### config.mk
export PLATFORM = sky130hd
export DESIGN_NAME = scrub_sequencer_flat
export DESIGN_NICKNAME = d
export VERILOG_FILES = /design/src/rtl/scrub_pkg.sv /design/src/rtl/scrub_sequencer_if.sv /design/src/rtl/scrub_period_timer.sv /design/src/rtl/scrub_sequencer.sv /design/src/flat_wrapper.sv
export SDC_FILE = /design/constraint.sdc
export NUM_CORES = 1
export LEC_CHECK = 0
export CORE_MARGIN = 2
export CORE_UTILIZATION = 46
export CTS_CLUSTER_SIZE = 10
export DETAILED_ROUTE_END_ITERATION = 10
export PLACE_DENSITY = 0.82
export SLEW_MARGIN = 20
export SYNTH_ARGS = -nofsm -noshare
export SYNTH_HDL_FRONTEND = slang
export SYNTH_HIERARCHICAL = 1
export SYNTH_SLANG_ARGS = --single-unit
### constraint.sdc
create_clock -name clk_100mhz -period 4.5 [get_ports clk_100mhz]
set_input_delay 0.9 -clock clk_100mhz [delete_from_list [all_inputs] [get_ports clk_100mhz]]
set_output_delay 0.9 -clock clk_100mhz [all_outputs]
set_load 0.05 [all_outputs]
### src/rtl/scrub_pkg.sv
// Shared types for the configuration-memory scrub sequencer:
// FSM state encoding and the ECC fix-location record.
package scrub_pkg;

  localparam int ECC_WORD_W = 7;
  localparam int ECC_BIT_W  = 5;

  typedef enum logic [2:0] {
    ST_IDLE,
    ST_REQ,
    ST_WAIT_ECC,
    ST_FIX,
    ST_NEXT
  } state_e;

  // Word/bit location of a correctable flip; the frame address is added by the
  // sequencer, whose address width is a module parameter.
  typedef struct packed {
    logic [ECC_WORD_W-1:0] word;
    logic [ECC_BIT_W-1:0]  bit_idx;
  } fix_loc_t;

endpackage

### src/rtl/scrub_sequencer_if.sv
// Readback / ECC / correction bus between the scrub sequencer (master)
// and the frame read/fix engine (slave).
interface scrub_sequencer_if #(
  parameter int FAW = 12
);
  import scrub_pkg::*;

  logic                  rd_req;
  logic [FAW-1:0]        rd_addr;
  logic                  rd_ack;
  logic                  ecc_valid;
  logic                  ecc_error;
  logic                  ecc_single;
  logic [ECC_WORD_W-1:0] ecc_word;
  logic [ECC_BIT_W-1:0]  ecc_bit;
  logic                  fix_req;
  logic [FAW-1:0]        fix_addr;
  logic [ECC_WORD_W-1:0] fix_word;
  logic [ECC_BIT_W-1:0]  fix_bit;
  logic                  fix_done;

  modport master (
    output rd_req, rd_addr, fix_req, fix_addr, fix_word, fix_bit,
    input  rd_ack, ecc_valid, ecc_error, ecc_single, ecc_word, ecc_bit, fix_done
  );

  modport slave (
    input  rd_req, rd_addr, fix_req, fix_addr, fix_word, fix_bit,
    output rd_ack, ecc_valid, ecc_error, ecc_single, ecc_word, ecc_bit, fix_done
  );

endinterface

### src/rtl/scrub_period_timer.sv
// Idle-time period counter: advances while run=1, holds otherwise, and
// flags expiry on its last count so the sequencer can launch a sweep.
module scrub_period_timer #(
  parameter int PERIOD_CYCLES = 1_000_000_000
) (
  input  logic clk,
  input  logic rst,
  input  logic run,
  input  logic clear,
  output logic expire
);

  localparam int TW = (PERIOD_CYCLES > 2) ? $clog2(PERIOD_CYCLES) : 1;
  localparam logic [TW-1:0] LAST = TW'(PERIOD_CYCLES - 1);

  logic [TW-1:0] count;

  assign expire = run && (count == LAST);

  always_ff @(posedge clk or posedge rst) begin
    if (rst) begin
      count <= '0;
    end else if (clear || expire) begin
      count <= '0;
    end else if (run) begin
      count <= count + 1'b1;
    end
  end

endmodule

### src/rtl/scrub_sequencer.sv
// Frame-ECC scrub sequencer: walks frames, issues readbacks, requests
// single-bit corrections and records uncorrectable upsets and watchdog trips.
module scrub_sequencer
  import scrub_pkg::*;
#(
  parameter int PERIOD_CYCLES  = 1_000_000_000,
  parameter int NUM_FRAMES     = 4096,
  parameter int FAW            = 12,
  parameter int CNT_W          = 16,
  parameter int TIMEOUT_CYCLES = 1024
) (
  input  logic                  clk_100mhz,
  input  logic                  rst,
  input  logic                  enable,
  input  logic                  force_scrub,
  input  logic                  clear_status,
  scrub_sequencer_if.master     bus,
  output logic                  scrub_active,
  output logic                  sweep_done,
  output logic [CNT_W-1:0]      corr_count,
  output logic                  uncorr_flag,
  output logic [FAW-1:0]        uncorr_addr,
  output logic                  timeout_flag
);

  localparam int WDW = $clog2(TIMEOUT_CYCLES + 1);
  localparam logic [WDW-1:0] WD_LAST    = WDW'(TIMEOUT_CYCLES - 1);
  localparam logic [FAW-1:0] LAST_FRAME = FAW'(NUM_FRAMES - 1);

  typedef struct packed {
    logic [FAW-1:0] addr;
    fix_loc_t       loc;
  } fix_rec_t;

  function automatic logic [CNT_W-1:0] sat_inc(input logic [CNT_W-1:0] v);
    return (&v) ? v : v + 1'b1;
  endfunction

  state_e         state, state_nxt;
  logic [FAW-1:0] frame, frame_nxt;
  logic           periodic, periodic_nxt;
  fix_rec_t       fix_rec, fix_rec_nxt;
  logic [WDW-1:0] wd, wd_nxt;
  logic [CNT_W-1:0] corr_nxt;
  logic           uflag_nxt, tflag_nxt, done_nxt, start;
  logic [FAW-1:0] uaddr_nxt;
  logic           rd_req_reg, fix_req_reg;
  logic           expire;

  scrub_period_timer #(.PERIOD_CYCLES(PERIOD_CYCLES)) u_timer (
    .clk    (clk_100mhz),
    .rst    (rst),
    .run    ((state == ST_IDLE) && enable),
    .clear  (start),
    .expire (expire)
  );

  always_comb begin
    state_nxt    = state;
    frame_nxt    = frame;
    periodic_nxt = periodic;
    fix_rec_nxt  = fix_rec;
    wd_nxt       = '0;
    corr_nxt     = clear_status ? '0 : corr_count;
    uflag_nxt    = clear_status ? 1'b0 : uncorr_flag;
    uaddr_nxt    = clear_status ? '0 : uncorr_addr;
    tflag_nxt    = clear_status ? 1'b0 : timeout_flag;
    done_nxt     = 1'b0;
    start        = 1'b0;
    unique case (state)
      ST_IDLE: begin
        // A forced start wins over a coincident expiry and ignores enable.
        if (force_scrub || expire) begin
          start        = 1'b1;
          state_nxt    = ST_REQ;
          frame_nxt    = '0;
          periodic_nxt = !force_scrub;
        end
      end
      ST_REQ: begin
        if (bus.rd_ack) state_nxt = ST_WAIT_ECC;
      end
      ST_WAIT_ECC: begin
        if (bus.ecc_valid) begin
          if (!bus.ecc_error) begin
            state_nxt = ST_NEXT;
          end else if (bus.ecc_single) begin
            fix_rec_nxt.addr        = frame;
            fix_rec_nxt.loc.word    = bus.ecc_word;
            fix_rec_nxt.loc.bit_idx = bus.ecc_bit;
            state_nxt               = ST_FIX;
          end else begin
            uflag_nxt = 1'b1;
            if (!uncorr_flag || clear_status) uaddr_nxt = frame;
            state_nxt = ST_NEXT;
          end
        end else if (wd == WD_LAST) begin
          tflag_nxt = 1'b1;
          state_nxt = ST_NEXT;
        end else begin
          wd_nxt = wd + 1'b1;
        end
      end
      ST_FIX: begin
        if (bus.fix_done) begin
          corr_nxt  = sat_inc(corr_nxt);
          state_nxt = ST_NEXT;
        end else if (wd == WD_LAST) begin
          tflag_nxt = 1'b1;
          state_nxt = ST_NEXT;
        end else begin
          wd_nxt = wd + 1'b1;
        end
      end
      ST_NEXT: begin
        if (frame == LAST_FRAME) begin
          done_nxt  = 1'b1;
          frame_nxt = '0;
          state_nxt = ST_IDLE;
        end else if (!enable && periodic) begin
          frame_nxt = '0;
          state_nxt = ST_IDLE;
        end else begin
          frame_nxt = frame + 1'b1;
          state_nxt = ST_REQ;
        end
      end
      default: state_nxt = ST_IDLE;
    endcase
  end

  // Outputs are registered from the next-state decode so they switch with the state.
  always_ff @(posedge clk_100mhz or posedge rst) begin
    if (rst) begin
      state        <= ST_IDLE;
      frame        <= '0;
      periodic     <= 1'b0;
      fix_rec      <= '0;
      wd           <= '0;
      corr_count   <= '0;
      uncorr_flag  <= 1'b0;
      uncorr_addr  <= '0;
      timeout_flag <= 1'b0;
      sweep_done   <= 1'b0;
      scrub_active <= 1'b0;
      rd_req_reg   <= 1'b0;
      fix_req_reg  <= 1'b0;
    end else begin
      state        <= state_nxt;
      frame        <= frame_nxt;
      periodic     <= periodic_nxt;
      fix_rec      <= fix_rec_nxt;
      wd           <= wd_nxt;
      corr_count   <= corr_nxt;
      uncorr_flag  <= uflag_nxt;
      uncorr_addr  <= uaddr_nxt;
      timeout_flag <= tflag_nxt;
      sweep_done   <= done_nxt;
      scrub_active <= (state_nxt != ST_IDLE);
      rd_req_reg   <= (state_nxt == ST_REQ);
      fix_req_reg  <= (state_nxt == ST_FIX);
    end
  end

  assign bus.rd_req   = rd_req_reg;
  assign bus.rd_addr  = frame;
  assign bus.fix_req  = fix_req_reg;
  assign bus.fix_addr = fix_rec.addr;
  assign bus.fix_word = fix_rec.loc.word;
  assign bus.fix_bit  = fix_rec.loc.bit_idx;

endmodule

### src/flat_wrapper.sv
// flat-port wrapper written by rule: the top's interface ports become plain ports
module scrub_sequencer_flat import scrub_pkg::*;
#(
  parameter int PERIOD_CYCLES  = 1_000_000_000,
  parameter int NUM_FRAMES     = 4096,
  parameter int FAW            = 12,
  parameter int CNT_W          = 16,
  parameter int TIMEOUT_CYCLES = 1024
)
  (clk_100mhz, rst, enable, force_scrub, clear_status, scrub_active, sweep_done, corr_count, uncorr_flag, uncorr_addr, timeout_flag, bus_rd_req, bus_rd_addr, bus_fix_req, bus_fix_addr, bus_fix_word, bus_fix_bit, bus_rd_ack, bus_ecc_valid, bus_ecc_error, bus_ecc_single, bus_ecc_word, bus_ecc_bit, bus_fix_done);
  scrub_sequencer_if #(.FAW(FAW)) bus_i ();
  input  logic clk_100mhz;
  input  logic rst;
  input  logic enable;
  input  logic force_scrub;
  input  logic clear_status;
  output logic scrub_active;
  output logic sweep_done;
  output logic [CNT_W-1:0] corr_count;
  output logic uncorr_flag;
  output logic [FAW-1:0] uncorr_addr;
  output logic timeout_flag;
  output wire logic [$bits(bus_i.rd_req)-1:0] bus_rd_req;
  output wire logic [$bits(bus_i.rd_addr)-1:0] bus_rd_addr;
  output wire logic [$bits(bus_i.fix_req)-1:0] bus_fix_req;
  output wire logic [$bits(bus_i.fix_addr)-1:0] bus_fix_addr;
  output wire logic [$bits(bus_i.fix_word)-1:0] bus_fix_word;
  output wire logic [$bits(bus_i.fix_bit)-1:0] bus_fix_bit;
  input wire logic [$bits(bus_i.rd_ack)-1:0] bus_rd_ack;
  input wire logic [$bits(bus_i.ecc_valid)-1:0] bus_ecc_valid;
  input wire logic [$bits(bus_i.ecc_error)-1:0] bus_ecc_error;
  input wire logic [$bits(bus_i.ecc_single)-1:0] bus_ecc_single;
  input wire logic [$bits(bus_i.ecc_word)-1:0] bus_ecc_word;
  input wire logic [$bits(bus_i.ecc_bit)-1:0] bus_ecc_bit;
  input wire logic [$bits(bus_i.fix_done)-1:0] bus_fix_done;
  assign bus_rd_req = bus_i.rd_req;
  assign bus_rd_addr = bus_i.rd_addr;
  assign bus_fix_req = bus_i.fix_req;
  assign bus_fix_addr = bus_i.fix_addr;
  assign bus_fix_word = bus_i.fix_word;
  assign bus_fix_bit = bus_i.fix_bit;
  assign bus_i.rd_ack = bus_rd_ack;
  assign bus_i.ecc_valid = bus_ecc_valid;
  assign bus_i.ecc_error = bus_ecc_error;
  assign bus_i.ecc_single = bus_ecc_single;
  assign bus_i.ecc_word = bus_ecc_word;
  assign bus_i.ecc_bit = bus_ecc_bit;
  assign bus_i.fix_done = bus_fix_done;
  scrub_sequencer #(.PERIOD_CYCLES(PERIOD_CYCLES), .NUM_FRAMES(NUM_FRAMES), .FAW(FAW), .CNT_W(CNT_W), .TIMEOUT_CYCLES(TIMEOUT_CYCLES)) u_core (.clk_100mhz(clk_100mhz), .rst(rst), .enable(enable), .force_scrub(force_scrub), .clear_status(clear_status), .bus(bus_i), .scrub_active(scrub_active), .sweep_done(sweep_done), .corr_count(corr_count), .uncorr_flag(uncorr_flag), .uncorr_addr(uncorr_addr), .timeout_flag(timeout_flag));
endmodule
==> impl_results.md, run 1 <==
- Area growth syn-to-layout: 29.08%
- Yosys top cell by area: dfrtp_1
- Largest regs: u_core/u_timer/count: 30 flops, u_core/corr_count: 16 flops
- Final-report hold violation count: 0
- Synth area leaders: dfrtp_1, mux2_2, xor2_1
- Hold Crit Class: flip-flop to flip-flop
- CP Class: flip-flop to flip-flop
- Initial Util: 46.77%
- Fin nets: 653
- Ys Warns: 6
- CTS resizes: 0
- Reg-to-reg startpoint: u_core/state[0]$_DFF_PP0_
- Worst path max stage delay: 0.50 ns
- IO Count: 92
- CP most frequent cell: nor3_1
- Period utilization: 84.98%
- Leak: 3.045 nW
- Cells on worst reg2reg path: 12
- Max_slew headroom: 47.16%
- CTS Sinks: 115
- Initial antenna violation count: 0
- Clock Tree Buf Depth: 2
- Placed cell area: 6615 um^2
- Yosys top cell area share: 51.44%
- Global-route wire length before repair: 21.33 mm
- Drt first pass iters: 5
- Mean post-synth cell area: 10.55 um^2
- Largest net degree at the start of global routing: 47
- Unique masters post-synth: 60
- Share of post-route cells with drive strength above 1: 13.13%
- Critical Path RT: 4.80 ns
- Slew @ Worst Pin: 0.7917 ns
- Setup TNS Final: 0 ns
- #FFs+latches synth: 115
- Synth Flop Type: dfrtp_1
- Post-synth EDFFs: 0
- Max-Cap Viols: 0
- Met3 GRT Util: 5.294%
- Crit. path cell count: 12
- Die Area: 13060 um^2
- Maximum clock rate: 0.2615 GHz
- Worst Setup EP: u_core/bus.rd_req$_DFF_PP0_
- Clk root buf: clkbuf_16
- Std cell rows: 40
- GR peak layer: met2
- Final setup violation count: 0
- Num CTS Buffers: 17
- Worst-path clk slew: 0.06 ns
- Routed WL per cell: 16.56 um
- H-tree depth: 4
- M1 GR Usage: 26.38%
- Status: finished, final reports clean
- Cells after synthesis: 530
- Crit path arrival time: 4.12 ns
- Residual DRC count: 0
- Vias in the first global route: 4404
- Final core occ: 60.37%
- R2r endpoint: u_core/bus.rd_req$_DFF_PP0_
- CTS tree: yes
- Delay-heaviest family, CP: simple AND/OR/NAND/NOR gates
- Final instance area: 7221 um^2
- Crit-path cells: or2_2 > nor2_1 > and2_1 > nand4_1 > nor3_1 > nand3_1 > nor4_1 > buf_4 > nor3_1 > a2111oi_0 > a211oi_2 > a211oi_1
- Setup crit end kind: flip-flop
- DRT antenna net count: 0
- Met2 usage: 34.37%
- Skew final: 0.008493 ns
- Top reg by flops: u_core/u_timer/count
- Pwr per Cell Area: 487.3 nW/um^2
- GRT Residual Overflow: 0
- Skew-Pair Late Insertion Delay: 0.40 ns
- Syn Nets: 556
- CP startpoint: u_core/state[0]$_DFF_PP0_
- DR iter-0 viols: 409
- Antenna cell count: 0
- Fill cell count: 948
- Hold Buf Count CTS: 0
- Fraction of registers with async set/reset: 100.0%
- Period minus WS final: 3.824 ns
- DPL Wire Length: 9.051 mm
- Post-Syn Area: 5594 um^2
- Buffers added on ports: 91
- Crit Path Max Fanout: 10
- Max reg flops: 30
- Seq/Total Area, Yosys: 51.44%
- Cells on Worst Hold Path: 1
- Critical Path Start Type: flip-flop
- Post-CTS setup buffers: 0
- Worst path slowest cell: a2111oi_0
- Unrepaired setup endpoints after global routing: no
- CORE AREA: 11960 um^2
- GRT Util Overall: 20.62%
- GP Congestion: 0.8512
- Peak VDD IR: 0.2758 mV
- Buf/Inv on CP: 1
- Flop2flop setup slack: 0.68 ns
- Chip Height: 114.3 um
- DR vias: 4480
- Drt via density: 5.693
- Drt total wl: 13.03 mm
- Die W: 114.3 um
- Pwr Total: 0.003519 W
- Max-slew violations: 0
[area by class of cell]
class / instances / area, um^2 / share of cell area (%)
flip-flops and latches: 115 / 2878 / 39.85
multi-input cells: 377 / 2534 / 35.09
repair buffers: 97 / 955.9 / 13.24
clock buffers: 20 / 466.7 / 6.463
well taps: 147 / 183.9 / 2.547
clock inverters: 12 / 130.1 / 1.802
inverters: 19 / 72.57 / 1.005
[cells by family (layout without fill, tap and decap cells)]
kind of cell    after synthesis  count (layout)  share of synthesized area, %
simple gates                236             236                         23.86
buf+inv                      38             148                         3.422
flops                       115             115                         51.44
fa+ha+maj                     4               4                        0.8947
xor+xnor                     42              42                         6.576
compound gates               67              67                         8.186
mux                          28              28                         5.614
[cell usage after synthesis (2+ instances only)]
| cell type | instances |
|---|---|
| a211oi_1 | 5 |
| a21boi_0 | 4 |
| a21oi_1 | 17 |
| a31oi_1 | 3 |
| a41oi_1 | 2 |
| and2_1 | 4 |
| and3_1 | 10 |
| and3_2 | 2 |
| and4_1 | 5 |
| and4b_1 | 2 |
| buf_2 | 6 |
| buf_4 | 3 |
| buf_6 | 4 |
| clkbuf_1 | 6 |
| dfrtp_1 | 115 |
| ha_1 | 4 |
| inv_1 | 19 |
| mux2_2 | 27 |
| nand2_1 | 29 |
| nand2b_1 | 8 |
| nand3_1 | 32 |
| nand3b_1 | 15 |
| nand4_1 | 22 |
| nand4b_1 | 3 |
| nor2_1 | 53 |
| nor2_2 | 2 |
| nor2b_1 | 7 |
| nor3_1 | 10 |
| nor3b_1 | 2 |
| nor4_1 | 7 |
| nor4_2 | 2 |
| o21a_1 | 2 |
| o21ai_0 | 17 |
| o22ai_1 | 2 |
| o31ai_1 | 4 |
| or3_1 | 5 |
| or4_1 | 7 |
| xnor2_1 | 16 |
| xor2_1 | 26 |
[cell usage in the layout (no fill, tap or decap), types with 3 or more instances in the layout]
cell and instances:
nor2_1 53, ha_1 4, xor2_1 26, nand4_1 22
o21ai_0 17, clkinvlp_4 5, mux2_2 27, xnor2_1 16
clkinv_2 4, and4_1 5, nand2_1 29, nand2b_1 8
and2_1 4, clkdlybuf4s50_1 91, buf_4 6, clkbuf_8 3
nand3b_1 15, a211oi_1 5, or3_1 5, nor4_1 7
o31ai_1 4, nor3_1 10, nand4b_1 3, or4_1 7
nand3_1 32, nor2b_1 7, dfrtp_1 115, inv_1 17
a21boi_0 4, clkbuf_16 17, a31oi_1 3, and3_1 10
a21oi_1 17
[power by group]
part | internal [W] | leakage, nW | total [W] | switching (W)
Combinational | 0.000320 | 1.19 | 0.000927 | 0.000607
Clock | 0.000857 | 0.280 | 0.00133 | 0.000473
Sequential | 0.00115 | 1.58 | 0.00126 | 0.000107
[worst min-delay path by stage]
| stage | from | to |
|---|---|---|
| detailed placement | u_core/wd[0]$_DFF_PP0_ | u_core/wd[0]$_DFF_PP0_ |
| global placement | u_core/wd[0]$_DFF_PP0_ | u_core/wd[0]$_DFF_PP0_ |
| global route | u_core/wd[0]$_DFF_PP0_ | u_core/wd[0]$_DFF_PP0_ |
| CTS | u_core/wd[0]$_DFF_PP0_ | u_core/wd[0]$_DFF_PP0_ |
| floorplan | u_core/wd[0]$_DFF_PP0_ | u_core/wd[0]$_DFF_PP0_ |
| finish | u_core/wd[0]$_DFF_PP0_ | u_core/wd[0]$_DFF_PP0_ |
[stage by stage]
stage	hold WS (ns)	cells	setup WS, ns
floorplan	0.4251	530	1.119
global placement	0.4396	755	0.6911
detailed placement	0.4557	755	0.4927
CTS	0.4629	787	0.6888
global route	0.5189	787	0.2666
finish	0.4698	787	0.6759
[layer usage]
metal | routed length (um) | vias up | share of wire (%)
met5 | 0 | - | 0
met4 | 178 | 0 | 1.4
li1 | - | 2107 | -
met1 | 5634 | 2204 | 43
met3 | 659 | 18 | 5.1
met2 | 6557 | 151 | 50
No activity file was read; power rests on OpenSTA's default activity.
==> run 2: changes to the inputs <==
==> constraint.sdc (replaced) <==
create_clock -name clk_100mhz -period 3.75 [get_ports clk_100mhz]
set_input_delay 0.75 -clock clk_100mhz [delete_from_list [all_inputs] [get_ports clk_100mhz]]
set_output_delay 0.75 -clock clk_100mhz [all_outputs]
set_load 0.05 [all_outputs]
==> run 2 against run 1 <==
Against the previous run: setup slack lost 0.28 ns; fmax rose by 14%; first-iteration DRC count shrank 3.2%; critical path depth shrank 1; via count increased by 1.5%; register-to-register slack got worse by 0.28 ns; final cell count up 0.51%; largest cell class unchanged; largest power group unchanged; highest routed layer unchanged.
==> impl_results.md, run 2 (same netlist as run 1, synthesis figures left out) <==
- Cells on Worst Hold Path: 1
- Top reg by flops: u_core/u_timer/count
- Area growth syn-to-layout: 29.77%
- Commonest non-fill, non-tap cell in the layout: dfrtp_1
- Routed WL per cell: 16.78 um
- Die Area: 13060 um^2
- DPL Wire Length: 9.365 mm
- Initial antenna violation count: 0
- P_sw: 0.001428 W
- Max reg flops: 30
- CTS Sinks: 115
- Unrepaired setup endpoints after global routing: no
- Drt total wl: 13.27 mm
- Maximum clock rate: 0.2977 GHz
- CP Class: flip-flop to flip-flop
- Cells on worst reg2reg path: 11
- Share of post-route cells with drive strength above 1: 13.82%
- CP startpoint: u_core/state[0]$_DFF_PP0_
- Reg-to-reg startpoint: u_core/state[0]$_DFF_PP0_
- Slew @ Worst Pin: 0.7026 ns
- Residual DRC count: 0
- Drt via density: 5.748
- Min-delay src: u_core/wd[0]$_DFF_PP0_
- Clk root buf: clkbuf_16
- Vias in the first global route: 4525
- Crit path arrival time: 3.66 ns
- IO Count: 92
- Setup crit end kind: flip-flop
- GRT Util Overall: 21.28%
- Pwr Total: 0.004252 W
- Std cell rows: 40
- Drt first pass iters: 6
- Largest regs: u_core/u_timer/count: 30 flops, u_core/corr_count: 16 flops
- Final-report hold violation count: 0
- Antenna cell count: 0
- Initial Util: 46.77%
- Worst-path clk slew: 0.05 ns
- Switching share of power: 33.58%
- Fin nets: 657
- Global-route wire length before repair: 21.98 mm
- Pwr per Cell Area: 585.8 nW/um^2
- Final core occ: 60.69%
- Skew-Pair Late Insertion Delay: 0.41 ns
- R2r endpoint: u_core/bus.rd_req$_DFF_PP0_
- Clock Tree Buf Depth: 2
- Status: finished, final reports clean
- Final setup violation count: 0
- Max-Cap Viols: 0
- H-tree depth: 4
- Hold Crit Class: flip-flop to flip-flop
- Chip Height: 114.3 um
- Leak: 3.056 nW
- Crit Path Max Fanout: 10
- DRT antenna net count: 0
- Die W: 114.3 um
- Largest net degree at the start of global routing: 34
- Reg power frac: 35.5%
- Worst Setup EP: u_core/bus.rd_req$_DFF_PP0_
- Buffers added on ports: 91
- CORE AREA: 11960 um^2
- Skew final: 0.008822 ns
- Finished Layout Cells: 791
- Clock share of power: 38.1%
- Critical Path RT: 4.06 ns
- Peak VDD IR: 0.3481 mV
- Setup TNS Final: 0 ns
- Period minus WS final: 3.359 ns
- DR iter-0 viols: 396
- Period utilization: 89.57%
- DR vias: 4547
- Commonest non-fill, non-tap cells in the layout: dfrtp_1, clkdlybuf4s50_1, nor2_1
- Critical Path Start Type: flip-flop
- Flop2flop setup slack: 0.39 ns
- Num CTS Buffers: 17
- Max-slew violations: 0
- GP Congestion: 0.8718
- GRT Residual Overflow: 0
- Max_slew headroom: 53.16%
- Int Pwr: 0.002825 W
- Combinational power share: 26.4%
- CTS tree: yes
- Dpl cells: 759
- Post-CTS setup buffers: 0
==> run 2: metal layers <==
layer / up-vias / part of all wire (%) / GRT usage, %
li1: 2110 / - / -
met1: 2260 / 42 / 26.52
met2: 164 / 52 / 36.27
met3: 13 / 5.4 / 6.247
met4: 0 / 0.87 / 5.772
met5: - / 0 / 0
==> run 2: critical path: stages, from the launching register on <==
cell and delay, ns:
dfrtp_1 0.47, or2_2 0.36, nor2_1 0.28, and2_1 0.20, nand4_1 0.15, nor3_1 0.26
nand3_1 0.20, nor4_2 0.29, nor3_1 0.09, a2111oi_1 0.51, a211oi_2 0.14, a211oi_1 0.30
==> run 2: power groups by stage <==
stage | logic, W | clock network [W] | registers, W
6_report | 0.00112 | 0.00162 | 0.00151
5_1_grt | 0.00119 | 0.00173 | 0.00153
4_1_cts | 0.00113 | 0.00165 | 0.00151
3_5_place_dp | 0.00112 | 0 | 0.00153
3_3_place_gp | 0.00109 | 0 | 0.00152
2_1_floorplan | 0.000412 | 0 | 0.00189
==> run 2: worst min path at each step <==
stage | slack, ns | end
6_report | 0.49 | u_core/wd[0]$_DFF_PP0_
5_1_grt | 0.51 | u_core/corr_count[5]$_DFF_PP0_
4_1_cts | 0.49 | u_core/wd[0]$_DFF_PP0_
3_5_place_dp | 0.49 | u_core/wd[0]$_DFF_PP0_
3_3_place_gp | 0.44 | u_core/wd[0]$_DFF_PP0_
2_1_floorplan | 0.43 | u_core/wd[0]$_DFF_PP0_
==> run 2: area by class of cell <==
cell class / instances / area [um^2]
Clock buffer: 21 / 480.5
Clock inverter: 11 / 126.4
Fill cell: 927 / 4702
Inverter: 19 / 72.57
Multi-Input combinational cell: 377 / 2532
Sequential cell: 115 / 2878
Tap cell: 147 / 183.9
Timing Repair Buffer: 101 / 985.9
==> run 2: through the flow <==
| step | hold WS [ns] | cell area (um^2) | setup slack (ns) |
|---|---|---|---|
| 2_1_floorplan | 0.4251 | 5594 | 0.3695 |
| 3_3_place_gp | 0.4430 | 6645 | 0.4213 |
| 3_5_place_dp | 0.4860 | 6645 | 0.1483 |
| 4_1_cts | 0.4928 | 7252 | 0.2426 |
| 5_1_grt | 0.5087 | 7259 | 0.08046 |
| 6_report | 0.4882 | 7259 | 0.3913 |
==> run 2: timing repair <==
item	CTS	global route
hold buffers	0	0
gates resized for setup	0	2
endpoints found under the setup margin	0	1
endpoints found under the hold margin	0	0
